--- config.mk ---
export PLATFORM = sky130hd
export DESIGN_NAME = l2_bus_responder_flat
export DESIGN_NICKNAME = d
export VERILOG_FILES = /design/src/rtl/l2_bus_responder_pkg.sv /design/src/rtl/l2_bus_responder_if.sv /design/src/rtl/l2_bus_responder.sv /design/src/flat_wrapper.sv
export SDC_FILE = /design/constraint.sdc
export NUM_CORES = 1
export LEC_CHECK = 0
export BUFFER_PORTS_ARGS = -buffer_cell sky130_fd_sc_hd__buf_2
export CORE_AREA = 2 2 288 290
export CTS_CLUSTER_DIAMETER = 30
export DETAILED_ROUTE_END_ITERATION = 12
export DIE_AREA = 0 0 290 292
export PLACE_DENSITY = 0.59
export SLEW_MARGIN = 25
export SYNTH_ARGS = -nofsm -noshare
export SYNTH_HDL_FRONTEND = slang
export SYNTH_SLANG_ARGS = --single-unit
--- constraint.sdc ---
create_clock -name clk_i -period 1.93 [get_ports clk_i]
set_clock_uncertainty 0.05 [all_clocks]
set_input_delay 0.0965 -clock clk_i [delete_from_list [all_inputs] [get_ports clk_i]]
set_output_delay 0.0965 -clock clk_i [all_outputs]
set_load 0.05 [all_outputs]
--- src/rtl/l2_bus_responder_pkg.sv ---
// Shared bus parameters, message codes and line/beat helpers for the L2 bus responder.
// Imported by the responder, its interface and the testbench.
package l2_bus_responder_pkg;

  localparam int CACHE_OFFSET_BITS = 3;
  localparam int BUS_OFFSET_BITS   = 1;
  localparam int DATA_WIDTH        = 32;
  localparam int ADDRESS_WIDTH     = 32;
  localparam int MSG_BITS          = 4;

  localparam int CACHE_WORDS = 1 << CACHE_OFFSET_BITS;
  localparam int BUS_WORDS   = 1 << BUS_OFFSET_BITS;
  localparam int CACHE_WIDTH = DATA_WIDTH * CACHE_WORDS;
  localparam int BUS_WIDTH   = DATA_WIDTH * BUS_WORDS;
  // One extra bit so the counter can hold the beat count itself without wrapping.
  localparam int BEAT_CNT_W  = CACHE_OFFSET_BITS - BUS_OFFSET_BITS + 1;

  typedef logic [MSG_BITS-1:0]      msg_t;
  typedef logic [ADDRESS_WIDTH-1:0] addr_t;
  typedef logic [BUS_WIDTH-1:0]     bus_t;
  typedef logic [CACHE_WIDTH-1:0]   line_t;
  typedef logic [BEAT_CNT_W-1:0]    cnt_t;

  localparam msg_t NO_REQ        = 4'd0;
  localparam msg_t R_REQ         = 4'd1;
  localparam msg_t RFO_BCAST     = 4'd2;
  localparam msg_t WB_REQ        = 4'd3;
  localparam msg_t INVLD         = 4'd4;
  localparam msg_t WS_BCAST      = 4'd5;
  localparam msg_t FLUSH         = 4'd6;
  localparam msg_t FLUSH_S       = 4'd7;
  localparam msg_t C_WB          = 4'd8;
  localparam msg_t C_FLUSH_BCAST = 4'd9;
  localparam msg_t EN_ACCESS     = 4'd10;
  localparam msg_t HOLD_BUS      = 4'd11;
  localparam msg_t MEM_RESP      = 4'd12;
  localparam msg_t MEM_RESP_S    = 4'd13;
  localparam msg_t REQ_FLUSH     = 4'd14;

  function automatic bus_t get_beat(line_t line, cnt_t idx);
    bus_t beat;
    beat = '0;
    for (int b = 0; b < CACHE_WIDTH / BUS_WIDTH; b++) begin
      if (idx == cnt_t'(b)) beat = line[b*BUS_WIDTH +: BUS_WIDTH];
    end
    return beat;
  endfunction

  function automatic line_t put_beat(line_t line, cnt_t idx, bus_t beat);
    line_t result;
    result = line;
    for (int b = 0; b < CACHE_WIDTH / BUS_WIDTH; b++) begin
      if (idx == cnt_t'(b)) result[b*BUS_WIDTH +: BUS_WIDTH] = beat;
    end
    return result;
  endfunction

endpackage

--- src/rtl/l2_bus_responder_if.sv ---
// Bus-side and backing-memory-side signals of the L2 bus responder.
// The slave modport is the responder; the master modport is everything around it.
interface l2_bus_responder_if;
  import l2_bus_responder_pkg::*;

  msg_t  bus_msg_in;
  addr_t bus_address_in;
  bus_t  bus_data_in;
  logic  bus_master;
  logic  bus_shared;
  msg_t  bus_msg_out;
  addr_t bus_address_out;
  bus_t  bus_data_out;
  logic  req_ready;

  logic  mem_req;
  logic  mem_we;
  addr_t mem_address;
  line_t mem_wdata;
  logic  mem_ack;
  line_t mem_rdata;

  modport slave (
    input  bus_msg_in, bus_address_in, bus_data_in, bus_master, bus_shared,
    output bus_msg_out, bus_address_out, bus_data_out, req_ready,
    output mem_req, mem_we, mem_address, mem_wdata,
    input  mem_ack, mem_rdata
  );

  modport master (
    output bus_msg_in, bus_address_in, bus_data_in, bus_master, bus_shared,
    input  bus_msg_out, bus_address_out, bus_data_out, req_ready,
    input  mem_req, mem_we, mem_address, mem_wdata,
    output mem_ack, mem_rdata
  );

endinterface

--- src/rtl/l2_bus_responder.sv ---
// Memory-side responder of the shared L1 bus: gathers write-back beats into a line,
// does one line access on the backing memory and streams read lines back as beats.
module l2_bus_responder
  import l2_bus_responder_pkg::*;
(
  input  logic               clk_i,
  input  logic               rst_ni,
  l2_bus_responder_if.slave  bus_io
);

  localparam int   BEATS     = CACHE_WORDS / BUS_WORDS;
  localparam cnt_t LAST_BEAT = cnt_t'(BEATS - 1);

  typedef enum logic [2:0] {
    IDLE,
    WB_RECEIVE,
    WB_MEM,
    WB_RESP,
    RD_MEM,
    RD_TRANSFER
  } state_e;

  state_e state_q, state_d;
  cnt_t   cnt_q, cnt_d;
  addr_t  addr_q, addr_d;
  line_t  line_q, line_d;
  logic   shared_q, shared_d;

  msg_t   msg_out_q, msg_out_d;
  addr_t  addr_out_q, addr_out_d;
  bus_t   data_out_q, data_out_d;
  logic   ready_q, ready_d;
  logic   mem_req_q, mem_req_d;
  logic   mem_we_q, mem_we_d;
  addr_t  mem_addr_q, mem_addr_d;
  line_t  mem_wdata_q, mem_wdata_d;

  always_comb begin
    state_d  = state_q;
    cnt_d    = cnt_q;
    addr_d   = addr_q;
    line_d   = line_q;
    shared_d = shared_q;

    unique case (state_q)
      IDLE: begin
        if (bus_io.bus_master) begin
          if (bus_io.bus_msg_in == WB_REQ) begin
            addr_d  = bus_io.bus_address_in;
            cnt_d   = '0;
            state_d = WB_RECEIVE;
          end else if (bus_io.bus_msg_in == R_REQ) begin
            addr_d  = bus_io.bus_address_in;
            state_d = RD_MEM;
          end
        end
      end

      WB_RECEIVE: begin
        if (bus_io.bus_master) begin
          line_d = put_beat(line_q, cnt_q, bus_io.bus_data_in);
          cnt_d  = cnt_q + cnt_t'(1);
          if (cnt_q == LAST_BEAT) state_d = WB_MEM;
        end
      end

      WB_MEM: begin
        if (bus_io.mem_ack) state_d = WB_RESP;
      end

      WB_RESP: state_d = IDLE;

      RD_MEM: begin
        if (bus_io.mem_ack) begin
          line_d   = bus_io.mem_rdata;
          shared_d = bus_io.bus_shared;
          cnt_d    = '0;
          state_d  = RD_TRANSFER;
        end
      end

      RD_TRANSFER: begin
        cnt_d = cnt_q + cnt_t'(1);
        if (cnt_q == LAST_BEAT) state_d = IDLE;
      end

      default: state_d = IDLE;
    endcase
  end

  // Outputs are decoded from the next state so they are registered yet appear
  // on the very edge that enters the state they belong to.
  always_comb begin
    msg_out_d   = NO_REQ;
    addr_out_d  = '0;
    data_out_d  = '0;
    ready_d     = (state_d != IDLE);
    mem_req_d   = 1'b0;
    mem_we_d    = 1'b0;
    mem_addr_d  = '0;
    mem_wdata_d = '0;

    case (state_d)
      WB_MEM: begin
        mem_req_d   = 1'b1;
        mem_we_d    = 1'b1;
        mem_addr_d  = addr_d;
        mem_wdata_d = line_d;
      end
      WB_RESP: begin
        msg_out_d  = MEM_RESP;
        addr_out_d = addr_d;
      end
      RD_MEM: begin
        mem_req_d  = 1'b1;
        mem_addr_d = addr_d;
      end
      RD_TRANSFER: begin
        msg_out_d  = shared_d ? MEM_RESP_S : MEM_RESP;
        addr_out_d = addr_d;
        data_out_d = get_beat(line_d, cnt_d);
      end
      default: ;
    endcase
  end

  always_ff @(posedge clk_i or negedge rst_ni) begin
    if (!rst_ni) begin
      state_q     <= IDLE;
      cnt_q       <= '0;
      addr_q      <= '0;
      line_q      <= '0;
      shared_q    <= 1'b0;
      msg_out_q   <= NO_REQ;
      addr_out_q  <= '0;
      data_out_q  <= '0;
      ready_q     <= 1'b0;
      mem_req_q   <= 1'b0;
      mem_we_q    <= 1'b0;
      mem_addr_q  <= '0;
      mem_wdata_q <= '0;
    end else begin
      state_q     <= state_d;
      cnt_q       <= cnt_d;
      addr_q      <= addr_d;
      line_q      <= line_d;
      shared_q    <= shared_d;
      msg_out_q   <= msg_out_d;
      addr_out_q  <= addr_out_d;
      data_out_q  <= data_out_d;
      ready_q     <= ready_d;
      mem_req_q   <= mem_req_d;
      mem_we_q    <= mem_we_d;
      mem_addr_q  <= mem_addr_d;
      mem_wdata_q <= mem_wdata_d;
    end
  end

  assign bus_io.bus_msg_out     = msg_out_q;
  assign bus_io.bus_address_out = addr_out_q;
  assign bus_io.bus_data_out    = data_out_q;
  assign bus_io.req_ready       = ready_q;
  assign bus_io.mem_req         = mem_req_q;
  assign bus_io.mem_we          = mem_we_q;
  assign bus_io.mem_address     = mem_addr_q;
  assign bus_io.mem_wdata       = mem_wdata_q;

endmodule
--- src/flat_wrapper.sv ---
// flat-port wrapper written by rule: the top's interface ports become plain ports
module l2_bus_responder_flat import l2_bus_responder_pkg::*;
  (clk_i, rst_ni, bus_io_bus_msg_in, bus_io_bus_address_in, bus_io_bus_data_in, bus_io_bus_master, bus_io_bus_shared, bus_io_bus_msg_out, bus_io_bus_address_out, bus_io_bus_data_out, bus_io_req_ready, bus_io_mem_req, bus_io_mem_we, bus_io_mem_address, bus_io_mem_wdata, bus_io_mem_ack, bus_io_mem_rdata);
  l2_bus_responder_if bus_io_i ();
  input  logic clk_i;
  input  logic rst_ni;
  input wire logic [$bits(bus_io_i.bus_msg_in)-1:0] bus_io_bus_msg_in;
  input wire logic [$bits(bus_io_i.bus_address_in)-1:0] bus_io_bus_address_in;
  input wire logic [$bits(bus_io_i.bus_data_in)-1:0] bus_io_bus_data_in;
  input wire logic [$bits(bus_io_i.bus_master)-1:0] bus_io_bus_master;
  input wire logic [$bits(bus_io_i.bus_shared)-1:0] bus_io_bus_shared;
  output wire logic [$bits(bus_io_i.bus_msg_out)-1:0] bus_io_bus_msg_out;
  output wire logic [$bits(bus_io_i.bus_address_out)-1:0] bus_io_bus_address_out;
  output wire logic [$bits(bus_io_i.bus_data_out)-1:0] bus_io_bus_data_out;
  output wire logic [$bits(bus_io_i.req_ready)-1:0] bus_io_req_ready;
  output wire logic [$bits(bus_io_i.mem_req)-1:0] bus_io_mem_req;
  output wire logic [$bits(bus_io_i.mem_we)-1:0] bus_io_mem_we;
  output wire logic [$bits(bus_io_i.mem_address)-1:0] bus_io_mem_address;
  output wire logic [$bits(bus_io_i.mem_wdata)-1:0] bus_io_mem_wdata;
  input wire logic [$bits(bus_io_i.mem_ack)-1:0] bus_io_mem_ack;
  input wire logic [$bits(bus_io_i.mem_rdata)-1:0] bus_io_mem_rdata;
  assign bus_io_i.bus_msg_in = bus_io_bus_msg_in;
  assign bus_io_i.bus_address_in = bus_io_bus_address_in;
  assign bus_io_i.bus_data_in = bus_io_bus_data_in;
  assign bus_io_i.bus_master = bus_io_bus_master;
  assign bus_io_i.bus_shared = bus_io_bus_shared;
  assign bus_io_bus_msg_out = bus_io_i.bus_msg_out;
  assign bus_io_bus_address_out = bus_io_i.bus_address_out;
  assign bus_io_bus_data_out = bus_io_i.bus_data_out;
  assign bus_io_req_ready = bus_io_i.req_ready;
  assign bus_io_mem_req = bus_io_i.mem_req;
  assign bus_io_mem_we = bus_io_i.mem_we;
  assign bus_io_mem_address = bus_io_i.mem_address;
  assign bus_io_mem_wdata = bus_io_i.mem_wdata;
  assign bus_io_i.mem_ack = bus_io_mem_ack;
  assign bus_io_i.mem_rdata = bus_io_mem_rdata;
  l2_bus_responder u_core (.clk_i(clk_i), .rst_ni(rst_ni), .bus_io(bus_io_i));
endmodule
==> metrics.txt, run 1 <==
via count=26700; FP Rows=105; CTS sink count=684; setup slack, reg-to-reg=-0.49 ns; Final HPWL DP=75400 um; combinational fraction of design power=44.7%; first-pass GRT wire length=178000 um; sequential power share=23.4%; most common cell after layout, fill and taps aside=buf_2; failing checks=setup timing; CTS tree=built; H-tree Lvls=4; Total Neg Setup Slack=-159.95 ns; Root Driver=clkbuf_16; largest net degree at the start of global routing=75; number of port buffers=750; Final Hold Fails=0; grt ovf=0; GP Congestion=0.888; Layout area overhead=77.2%; met1 GRT Util=35.0%; DR iter-0 viols=2125; Syn Inst Count=2342; Avg WL per Cell=25.4 um; min Tclk post-route=2.42 ns; NumNets Final=4320; drt drc=0; P per Cell Area=1770 mW/mm2; status=complete, but fails checks; most frequent cells in the layout=buf_2, dfrtp_1, dlygate4sd3_1; average size of a mapped cell=11.6 um2; slowest stage cell, crit path=dfrtp_1; syn nets=2708; sw power=32.1 mW; antenna violations before repair=15; CP Launch Type=register; Fmax achieved=413 MHz; critical path cell sequence=ha_4 > ha_4 > and3_4 > buf_6 > buf_6 > nand2b_4 > o21a_1 > nor2_4 > buf_6 > buf_6 > o21ai_4 > buf_12 > buf_4 > nor2_1; CTS Buf Count=150; Warnings, synthesis=0; pins over their slew limit=0; Final setup violation count=657; Synth Cell Area=0.0272 mm2; Crit. End Element=register; Die X=290 um; # fillers=6363; CP Class=reg2reg; CP dominant cell by count=buf_6; CP max FO=7; Total Die Area=0.0847 mm2; P_int=53.1 mW; crit path DAT=2.98 ns; global routing usage on met3=6.67%; maximum VDD drop=1.20 mV; Worst Slack Setup Final=-0.494 ns; fin crit share=126%; MaxCap Viol Count=0; Via density=5.18; Net Sw Frac=37.6%; drt first pass iters=6; DP Worst Slack=-0.472 ns; Initial Utilization=33.3%; Yosys cell types=49; RSZ-0062 raised after global routing=true; critical path's largest stage delay=0.40 ns; die height=292 um; Placed Cells=4369; register area share after synthesis=62.9%; Final Util=59.1%; DRT antenna net count=0; family with the most delay on the worst path=buffers and inverters; Synth Register Bits=684; clk_lat worst skew=0.73 ns; non-filler cells, final=5150; final WL=131000 um; buffers and inverters on the worst path=6; GR met2 Demand/Resource=45.8%; static leakage=24.7 nW; share of cells above drive strength 1=45.2%; vias in the first global route=27900; GRT Overall Usage=28.0%; HP Class=in2reg; I/O Pins=752; CTS Buffer Depth=3; Worst EP required=2.49 ns; Clock transition at path regs=0.05 ns; Core Area=0.0816 mm2; Clock power frac=31.9%; GR peak layer=met2
## worst reg2reg max path, cell delays in order (launching register included)
cell	delay (ns)
dfrtp_1	0.40
ha_4	0.17
ha_4	0.14
and3_4	0.21
buf_6	0.11
buf_6	0.09
nand2b_4	0.05
o21a_1	0.14
nor2_4	0.14
buf_6	0.14
buf_6	0.11
o21ai_4	0.06
buf_12	0.16
buf_4	0.15
nor2_1	0.24
## state kept, by name, indices dropped and copies added (netlist names)
register and cells:
u_core.bus_io.mem_wdata 256, u_core.bus_io.req_ready 1, u_core.line_q 256, u_core.bus_io.mem_address 32
u_core.bus_io.bus_data_out 64, u_core.cnt_q 3, u_core.bus_io.mem_we 1, u_core.shared_q 1
u_core.bus_io.mem_req 1, u_core.state_q 3, u_core.bus_io.bus_msg_out 2, u_core.bus_io.bus_address_out 32
u_core.addr_q 32
## cell type report
cell class              instances  area (um2)  share of cell area [%]
diodes                          7        17.5                  0.0364
well taps                    1070        1340                    2.78
repair buffers               1637       13900                    28.9
clock inverters                84        1280                    2.65
repair inverters                1        8.76                  0.0182
multi-input cells            1376        9940                    20.6
flip-flops and latches        684       17100                    35.5
clock buffers                 187        4140                    8.59
inverters                     104         407                   0.844
## synthesized netlist by cell type, drive strengths merged
library cell    n  area (um2)
nand2           4        15.0
nand3           1        5.00
a31oi           3        63.8
a221o         192        1920
a221oi          2        35.0
nor2          327        1230
and2          449        2810
nand4b          1        8.76
nand2b          5        31.3
clkbuf         78         302
o21ai         195         980
nor2b           1        6.26
and4bb          1        12.5
a21o            2        15.0
a211oi          2        20.0
mux2i          32         320
a2bb2oi         1        8.76
mux2            1        11.3
nand3b          2        15.0
a32oi          63         552
a211o           1        8.76
ha              5        62.6
a22oi           2        15.0
nor4bb          1        10.0
nor3b           2        26.3
dfrtp         684       17100
o21a            2        15.0
inv           104         390
buf           100         694
or3             1        6.26
and3           69         432
conb            1        3.75
a2111o          1        11.3
a21oi           4        23.8
nor3            3        20.0
## path summary, 6_finish.rpt
check / startpoint / endpoint / cells after the start
max in group asynchronous: rst_ni / u_core.line_q[150] / 3
setup / recovery: u_core.cnt_q[0] / u_core.bus_io.mem_address[22] / 14
setup reg to reg: u_core.cnt_q[0] / u_core.bus_io.mem_address[22] / 14
min in group asynchronous: rst_ni / u_core.bus_io.bus_address_out[16] / 3
hold reg to reg: u_core.shared_q / u_core.shared_q / 1
hold / removal: bus_io_bus_address_in[22] / u_core.addr_q[22] / 4
## what timing repair did
action / in CTS / in global routing
hold endpoints to repair: 1359 / 0
gates cloned: 29 / 41
endpoints found under the setup margin: 543 / 674
hold buffers: 356 / 0
resized for setup: 104 / 371
pin swaps: 18 / 216
setup buffers: 44 / 51
## power groups by stage
| stage | clock network [mW] | registers (mW) | logic (mW) |
|---|---|---|---|
| after floorplan | 0 | 23.5 | 12.7 |
| after global placement | 0 | 19.8 | 30.2 |
| after detailed placement | 0 | 19.9 | 30.3 |
| after CTS | 27.3 | 19.7 | 34.2 |
| after global routing | 28.2 | 20.2 | 40.1 |
| final | 27.2 | 19.9 | 38.1 |
## per-stage QoR
step                      hold WS, ns  total power [mW]  instance area [um2]
after floorplan                -0.249              36.1                27300
after global placement          0.109              50.0                35100
after detailed placement        0.114              50.2                35100
after CTS                      0.0817              81.3                45800
after global routing            0.124              88.5                48200
final                           0.129              85.2                48200
## per-layer routing
layer | share of wire [%] | wire length [um]
met5 | 0.021 | 28
met3 | 8.6 | 11200
met2 | 47 | 61900
met1 | 39 | 51300
met4 | 4.8 | 6340
## logic make-up after synthesis
| logic type | Yosys count | synth area share [%] |
|---|---|---|
| AOI/OAI and AO/OA | 470 | 13.5 |
| adders and majority gates | 5 | 0.230 |
| buffers and inverters | 282 | 5.10 |
| DFF | 684 | 62.9 |
| muxes | 33 | 1.22 |
| other | 1 | 0.0138 |
| and+or+nand+nor | 867 | 17.0 |
No activity file was read; power rests on OpenSTA's default activity.
==> inputs of run 2 (changes only) <==
- SETUP_SLACK_MARGIN: unset -> 0.1
==> run 2 against run 1 <==
The run still ends with setup timing left. Largest cell class unchanged. Sequential cell count unchanged. First-iteration DRC count up 3.3%. Routed wire length down 2.9%. Global-route usage down 0.88 points. Cell count up 0.41%.
==> metrics.txt, run 2 (synthesis gave the netlist of run 1 again) <==
status=complete, but fails checks (unchanged); failing checks=setup timing (unchanged); Final HPWL DP=76600 um (was 75400 um); drt first pass iters=5 (was 6); Crit. End Element=register (unchanged); CTS Buf Count=150 (unchanged); sw power=31.5 mW (was 32.1 mW); CP dominant cell by count=buf_6 (unchanged); first-pass GRT wire length=173000 um (was 178000 um); Fin Hold WS=0.0989 ns (was 0.129 ns); number of port buffers=750 (unchanged); CP max FO=7 (unchanged); vias in the first global route=27600 (was 27900); Final Hold Fails=0 (unchanged); most frequent cells in the layout=buf_2, dfrtp_1, dlygate4sd3_1 (unchanged); Worst Slack Setup Final=-0.512 ns (was -0.494 ns); combinational fraction of design power=44.6% (was 44.7%); via count=26500 (was 26700); clk_lat worst skew=0.73 ns (about the same); largest net degree at the start of global routing=98 (was 75); maximum VDD drop=1.15 mV (was 1.20 mV); share of cells above drive strength 1=43.2% (was 45.2%); CTS Buffer Depth=3 (unchanged); Die X=290 um (unchanged); MaxCap Viol Count=0 (unchanged); Core Area=0.0816 mm2 (unchanged); Avg WL per Cell=24.6 um (was 25.4 um); Fmax achieved=409 MHz (was 413 MHz); CTS sink count=684 (unchanged); pins over their slew limit=0 (unchanged); DR iter-0 viols=2196 (was 2125); buffers and inverters on the worst path=5 (was 6); NumNets Final=4334 (was 4320); critical path cell sequence=buf_6 > nor3b_4 > buf_6 > buf_6 > a31oi_4 > buf_12 > buf_16 > a221o_1 > nor2_1 > o21ai_1 > and3_1 (was ha_4 > ha_4 > and3_4 > buf_6 > buf_6 > nand2b_4 > o21a_1 > nor2_4 > buf_6 > buf_6 > o21ai_4 > buf_12 > buf_4 > nor2_1); grt ovf=0 (unchanged); H-tree Lvls=4 (unchanged); P_int=52.1 mW (was 53.1 mW); RSZ-0062 raised after global routing=true (unchanged); worst relative slew slack=65.4%; crit path DAT=3.02 ns (was 2.98 ns); sequential power share=23.7% (was 23.4%); non-filler cells, final=5171 (was 5150); Final Util=58.5% (was 59.1%); Layout area overhead=75.5% (was 77.2%); fin crit share=127% (was 126%); GRT Overall Usage=27.1% (was 28.0%); most common cell after layout, fill and taps aside=buf_2 (unchanged); antenna violations before repair=15 (unchanged); Placed Cells=4387 (was 4369); drt drc=0 (unchanged); critical path's largest stage delay=0.43 ns (was 0.40 ns); # fillers=6420 (was 6363); Total Die Area=0.0847 mm2 (unchanged); FP Rows=105 (unchanged); HP Class=in2reg (unchanged); static leakage=24.6 nW (was 24.7 nW); worst slew pin tran=0.505 ns; Clock transition at path regs=0.05 ns (about the same); Clock power frac=31.7% (was 31.9%); CP Class=reg2reg (unchanged); CP Launch Type=register (unchanged); P per Cell Area=1750 mW/mm2 (was 1770 mW/mm2); DRT antenna net count=0 (unchanged); slowest stage cell, crit path=dfrtp_2 (was dfrtp_1); final WL=127000 um (was 131000 um); power after layout=83.6 mW (was 85.2 mW); Final setup violation count=613 (was 657); Via density=5.13 (was 5.18); Worst EP required=2.50 ns (was 2.49 ns); Root Driver=clkbuf_16 (unchanged); Total Neg Setup Slack=-128.35 ns (was -159.95 ns); GP Congestion=0.873 (was 0.888); Net Sw Frac=37.7% (was 37.6%); min Tclk post-route=2.44 ns (was 2.42 ns); die height=292 um (unchanged); family with the most delay on the worst path=buffers and inverters (unchanged); Initial Utilization=33.3% (unchanged); I/O Pins=752 (unchanged); CTS tree=built (unchanged)
==> run 2: timing repair <==
action / CTS / global route
pin swaps: 36 / 176
endpoints found under the setup margin: 676 / 679
hold buffers: 357 / 0
hold endpoints to repair: 1361 / 0
buffers inserted: 42 / 56
cloned: 12 / 52
gates resized for setup: 72 / 333
==> run 2: worst min-delay path, cell delays in order <==
cell and delay, ns:
buf_2 0.12, and2_0 0.16, a221o_1 0.26, buf_4 0.16
==> run 2: routing by layer <==
layer  routed length, um  vias to the layer above  global-route usage (%)
met5                  27                        -                       0
met4                5950                        4                    13.2
met3               11700                      373                    7.32
met2               59100                     1634                    43.9
met1               50200                    13200                    33.7
li1                    -                    11400                       -
==> run 2: layout make-up <==
| cell class | instances | area, um2 | share of cell area, % |
|---|---|---|---|
| Clock inverter | 92 | 1330 | 2.78 |
| Multi-Input combinational cell | 1376 | 9420 | 19.7 |
| Antenna cell | 10 | 25.0 | 0.0524 |
| Timing Repair Buffer | 1652 | 14100 | 29.5 |
| Sequential cell | 684 | 17100 | 35.9 |
| Tap cell | 1070 | 1340 | 2.80 |
| Clock buffer | 183 | 4020 | 8.42 |
| Inverter | 104 | 398 | 0.834 |
==> run 2: per-stage QoR <==
stage	instance area, um2	setup slack (ns)
global route	47700	-0.557
finish	47700	-0.512
floorplan	27300	-0.142
detailed placement	35200	-0.656
CTS	45100	-0.403
global placement	35200	-0.655
==> run 2: power groups by stage <==
stage          sequential [mW]  clock (mW)  combinational (mW)
3_5_place_dp              19.9           0                30.4
5_1_grt                   20.1        27.5                39.4
4_1_cts                   19.7        26.7                33.1
3_3_place_gp              19.8           0                30.3
2_1_floorplan             23.5           0                12.7
6_report                  19.9        26.5                37.3
==> run 2: worst paths after layout <==
path	startpoint	end	slack, ns	cells past startpoint
setup / recovery	u_core.state_q[2]	u_core.bus_io.bus_data_out[40]	-0.51	11
hold reg to reg	u_core.shared_q	u_core.shared_q	0.45	1
hold / removal	bus_io_mem_rdata[128]	u_core.line_q[128]	0.1	4
setup reg to reg	u_core.state_q[2]	u_core.bus_io.bus_data_out[40]	-0.51	11
min in group asynchronous	rst_ni	u_core.addr_q[17]	0.53	4
max in group asynchronous	rst_ni	u_core.bus_io.mem_wdata[146]	0.77	5
==> inputs of run 3 (changes only) <==
- ABC_AREA: unset -> 1
- CORE_AREA: 2 2 288 290 -> 2 2 294 296
- DIE_AREA: 0 0 290 292 -> 0 0 296 298
==> run 3 against run 2 <==
The run still ends with setup timing left. Sequential power barely moved. Worst setup slack improved by 0.13 ns. Critical endpoint is now u_core.bus_io.bus_data_out[36]. Clock power fell by 3%. Count of clock-buffer cells in the layout rose by 10. Total power rose by 30%. Critical path depth rose by 1. Critical path type unchanged. Area after synthesis rose by 4.2%. Routed wire length rose by 21%.
==> metrics.txt, run 3 <==
status=complete, but fails checks (unchanged); failing checks=setup timing (unchanged); Yosys cell types=27 (was 49); Root Driver=clkbuf_16 (unchanged); CTS Buffer Depth=3 (unchanged); Fmax achieved=432 MHz (was 409 MHz); non-filler cells, final=6222 (was 5171); crit path from=u_core.state_q[0] (was u_core.state_q[2]); FFs w/ async S/R, synth=100% (unchanged); Synth Flop Type=dfrtp_1 (unchanged); Via density=5.17 (was 5.13); Syn Inst Count=3217 (was 2342); MaxCap Viol Count=0 (unchanged); first-pass GRT wire length=201000 um (was 173000 um); via count=32200 (was 26500); RSZ-0062 raised after global routing=true (unchanged); register area share after synthesis=60.4% (was 62.9%); Layout area overhead=81.6% (was 75.5%); CTS Buf Count=147 (was 150); syn nets=3583 (was 2708); clk_lat worst skew=0.75 ns (was 0.73 ns); antenna violations before repair=9 (was 15); Worst R2R End=u_core.bus_io.bus_data_out[36] (was u_core.bus_io.bus_data_out[40]); GRT Overall Usage=31.2% (was 27.1%); CTS tree=built (unchanged); number of port buffers=750 (unchanged); ranking of synthesized cells by area=dfrtp_1, nand2_1, nor2_1 (was dfrtp_1, and2_1, a221o_1); crit path DAT=2.90 ns (was 3.02 ns); vias in the first global route=31800 (was 27600); total placed instance area=0.0376 mm2 (was 0.0352 mm2); average size of a mapped cell=8.81 um2 (was 11.6 um2); Clock transition at path regs=0.05 ns (about the same); die height=298 um (was 292 um); Total Die Area=0.0882 mm2 (was 0.0847 mm2); Final Hold Fails=0 (unchanged); fin crit share=120% (was 127%); most common cell after layout, fill and taps aside=buf_2 (unchanged); Synth top cells by count=dfrtp_1, nand2_1, nor2_1 (was dfrtp_1, and2_1, nor2_1); Placed Cells=5431 (was 4387); DP Worst Slack=-0.462 ns (was -0.656 ns); NumNets Final=5316 (was 4334); CP Class=reg2reg (unchanged); largest area contributor in the netlist=dfrtp_1 (unchanged); H-tree Lvls=4 (unchanged); drt drc=0 (unchanged); Fin Hold WS=0.0218 ns (was 0.0989 ns); DR iter-0 viols=3063 (was 2196); # fillers=6829 (was 6420); final WL=154000 um (was 127000 um); min Tclk post-route=2.32 ns (was 2.44 ns); Synth Cell Area=0.0283 mm2 (was 0.0272 mm2); CP Launch Type=register (unchanged); DRT antenna net count=0 (unchanged); I/O Pins=752 (unchanged); setup slack, reg-to-reg=-0.39 ns (was -0.51 ns); maximum VDD drop=1.19 mV (was 1.15 mV); most frequent cells in the layout=buf_2, dfrtp_1, nand2_1 (was buf_2, dfrtp_1, dlygate4sd3_1); Final Util=60.6% (was 58.5%); Final HPWL DP=84700 um (was 76600 um); Worst Slack Setup Final=-0.386 ns (was -0.512 ns); Die X=296 um (was 290 um); P per Cell Area=2120 mW/mm2 (was 1750 mW/mm2); largest net degree at the start of global routing=86 (was 98); power after layout=109 mW (was 83.6 mW); Worst EP required=2.52 ns (was 2.50 ns); Synth Register Bits=684 (unchanged); CP max FO=12 (was 7); pins over their slew limit=0 (unchanged); share of cells above drive strength 1=42.1% (was 43.2%); Total Neg Setup Slack=-112.52 ns (was -128.35 ns); CTS sink count=684 (unchanged); FP Rows=107 (was 105); grt ovf=0 (unchanged); Initial Utilization=33.4% (was 33.3%); Avg WL per Cell=24.8 um (was 24.6 um); CP endpoint=u_core.bus_io.bus_data_out[36] (was u_core.bus_io.bus_data_out[40]); Post-synth EDFFs=0 (unchanged); Finished Cell Area=0.0515 mm2 (was 0.0477 mm2); Final setup violation count=585 (was 613); worst relative slew slack=61.2% (was 65.4%); Warnings, synthesis=0 (unchanged); static leakage=27.3 nW (was 24.6 nW); most common cell in the synthesized netlist=dfrtp_1 (unchanged); drt first pass iters=6 (was 5); GP Congestion=0.892 (was 0.873); Synth top area share=60.4% (was 62.9%); HP Class=in2async (was in2reg); Core Area=0.0849 mm2 (was 0.0816 mm2); worst slew pin tran=0.582 ns (was 0.505 ns); worst flop-to-flop path startpoint=u_core.state_q[0] (was u_core.state_q[2]); Worst Reg-to-Reg Cells=12 (was 11); Crit. End Element=register (unchanged)
[run 3: how the worst min path moves through the flow]
| stage | cells past startpoint | from | to | slack, ns |
|---|---|---|---|---|
| 6_report | 3 | rst_ni | u_core.addr_q[9] | 0.02 |
| 5_1_grt | 3 | rst_ni | u_core.addr_q[9] | 0.04 |
| 4_1_cts | 3 | rst_ni | u_core.addr_q[9] | 0.009 |
| 3_5_place_dp | 1 | rst_ni | u_core.bus_io.mem_wdata[128] | -0.05 |
| 3_3_place_gp | 1 | rst_ni | u_core.bus_io.mem_wdata[128] | -0.05 |
| 2_1_floorplan | 0 | rst_ni | u_core.addr_q[0] | -0.25 |
[run 3: timing repair]
item / CTS / global route
cloned: 42 / 43
hold endpoints to repair: 1358 / 0
hold buffers: 355 / 0
pin swaps: 28 / 102
endpoints found under the setup margin: 602 / 673
gates resized for setup: 298 / 358
setup buffers: 49 / 30
[run 3: area by class of cell]
class | instances | area, um2 | area share (%)
sequential | 684 | 17100 | 33.3
timing repair buffer | 1790 | 15600 | 30.2
multi-input combinational | 2011 | 10900 | 21.2
clock buffer | 193 | 4190 | 8.14
tap | 1144 | 1430 | 2.78
inverter | 313 | 1230 | 2.38
clock inverter | 75 | 945 | 1.84
timing repair inverter | 3 | 51.3 | 0.0997
antenna | 9 | 22.5 | 0.0438
[run 3: worst max-delay path: stages (launching register included)]
cell and delay [ns]:
dfrtp_2 0.49, nor2_4 0.17, nand2_4 0.09, nor2_4 0.22
buf_12 0.14, buf_12 0.16, buf_16 0.16, nand2_1 0.06
o21ai_0 0.15, a21oi_2 0.10, nand4_1 0.12, nand3_1 0.11
nor2_1 0.18
[run 3: layer usage]
layer	part of all wire, %	wire [um]	up-vias	global-route usage [%]
li1	-	-	13800	-
met1	38	58600	15600	38.7
met2	45	69700	2199	48.8
met3	10	16100	577	8.46
met4	6.4	9830	2	18.1
met5	0.0045	7	-	0
[run 3: power by group]
part / leakage, nW / switching (mW) / internal (mW) / total [mW]
Sequential: 9.04 / 1.79 / 18.1 / 19.9
Combinational: 15.7 / 37.5 / 26.1 / 63.6
Clock: 2.47 / 8.62 / 17.1 / 25.7
[run 3: cell families (layout without fill, tap and decap cells)]
logic type                 Yosys count  after routing  synth area share, %
AOI/OAI and AO/OA                  488            488                 9.31
other                                1             10               0.0132
buffers and inverters              523           2374                 7.89
adders and majority gates            5              5                0.221
DFF                                684            684                 60.4
muxes                                1              1               0.0397
and+or+nand+nor                   1515           1516                 22.1
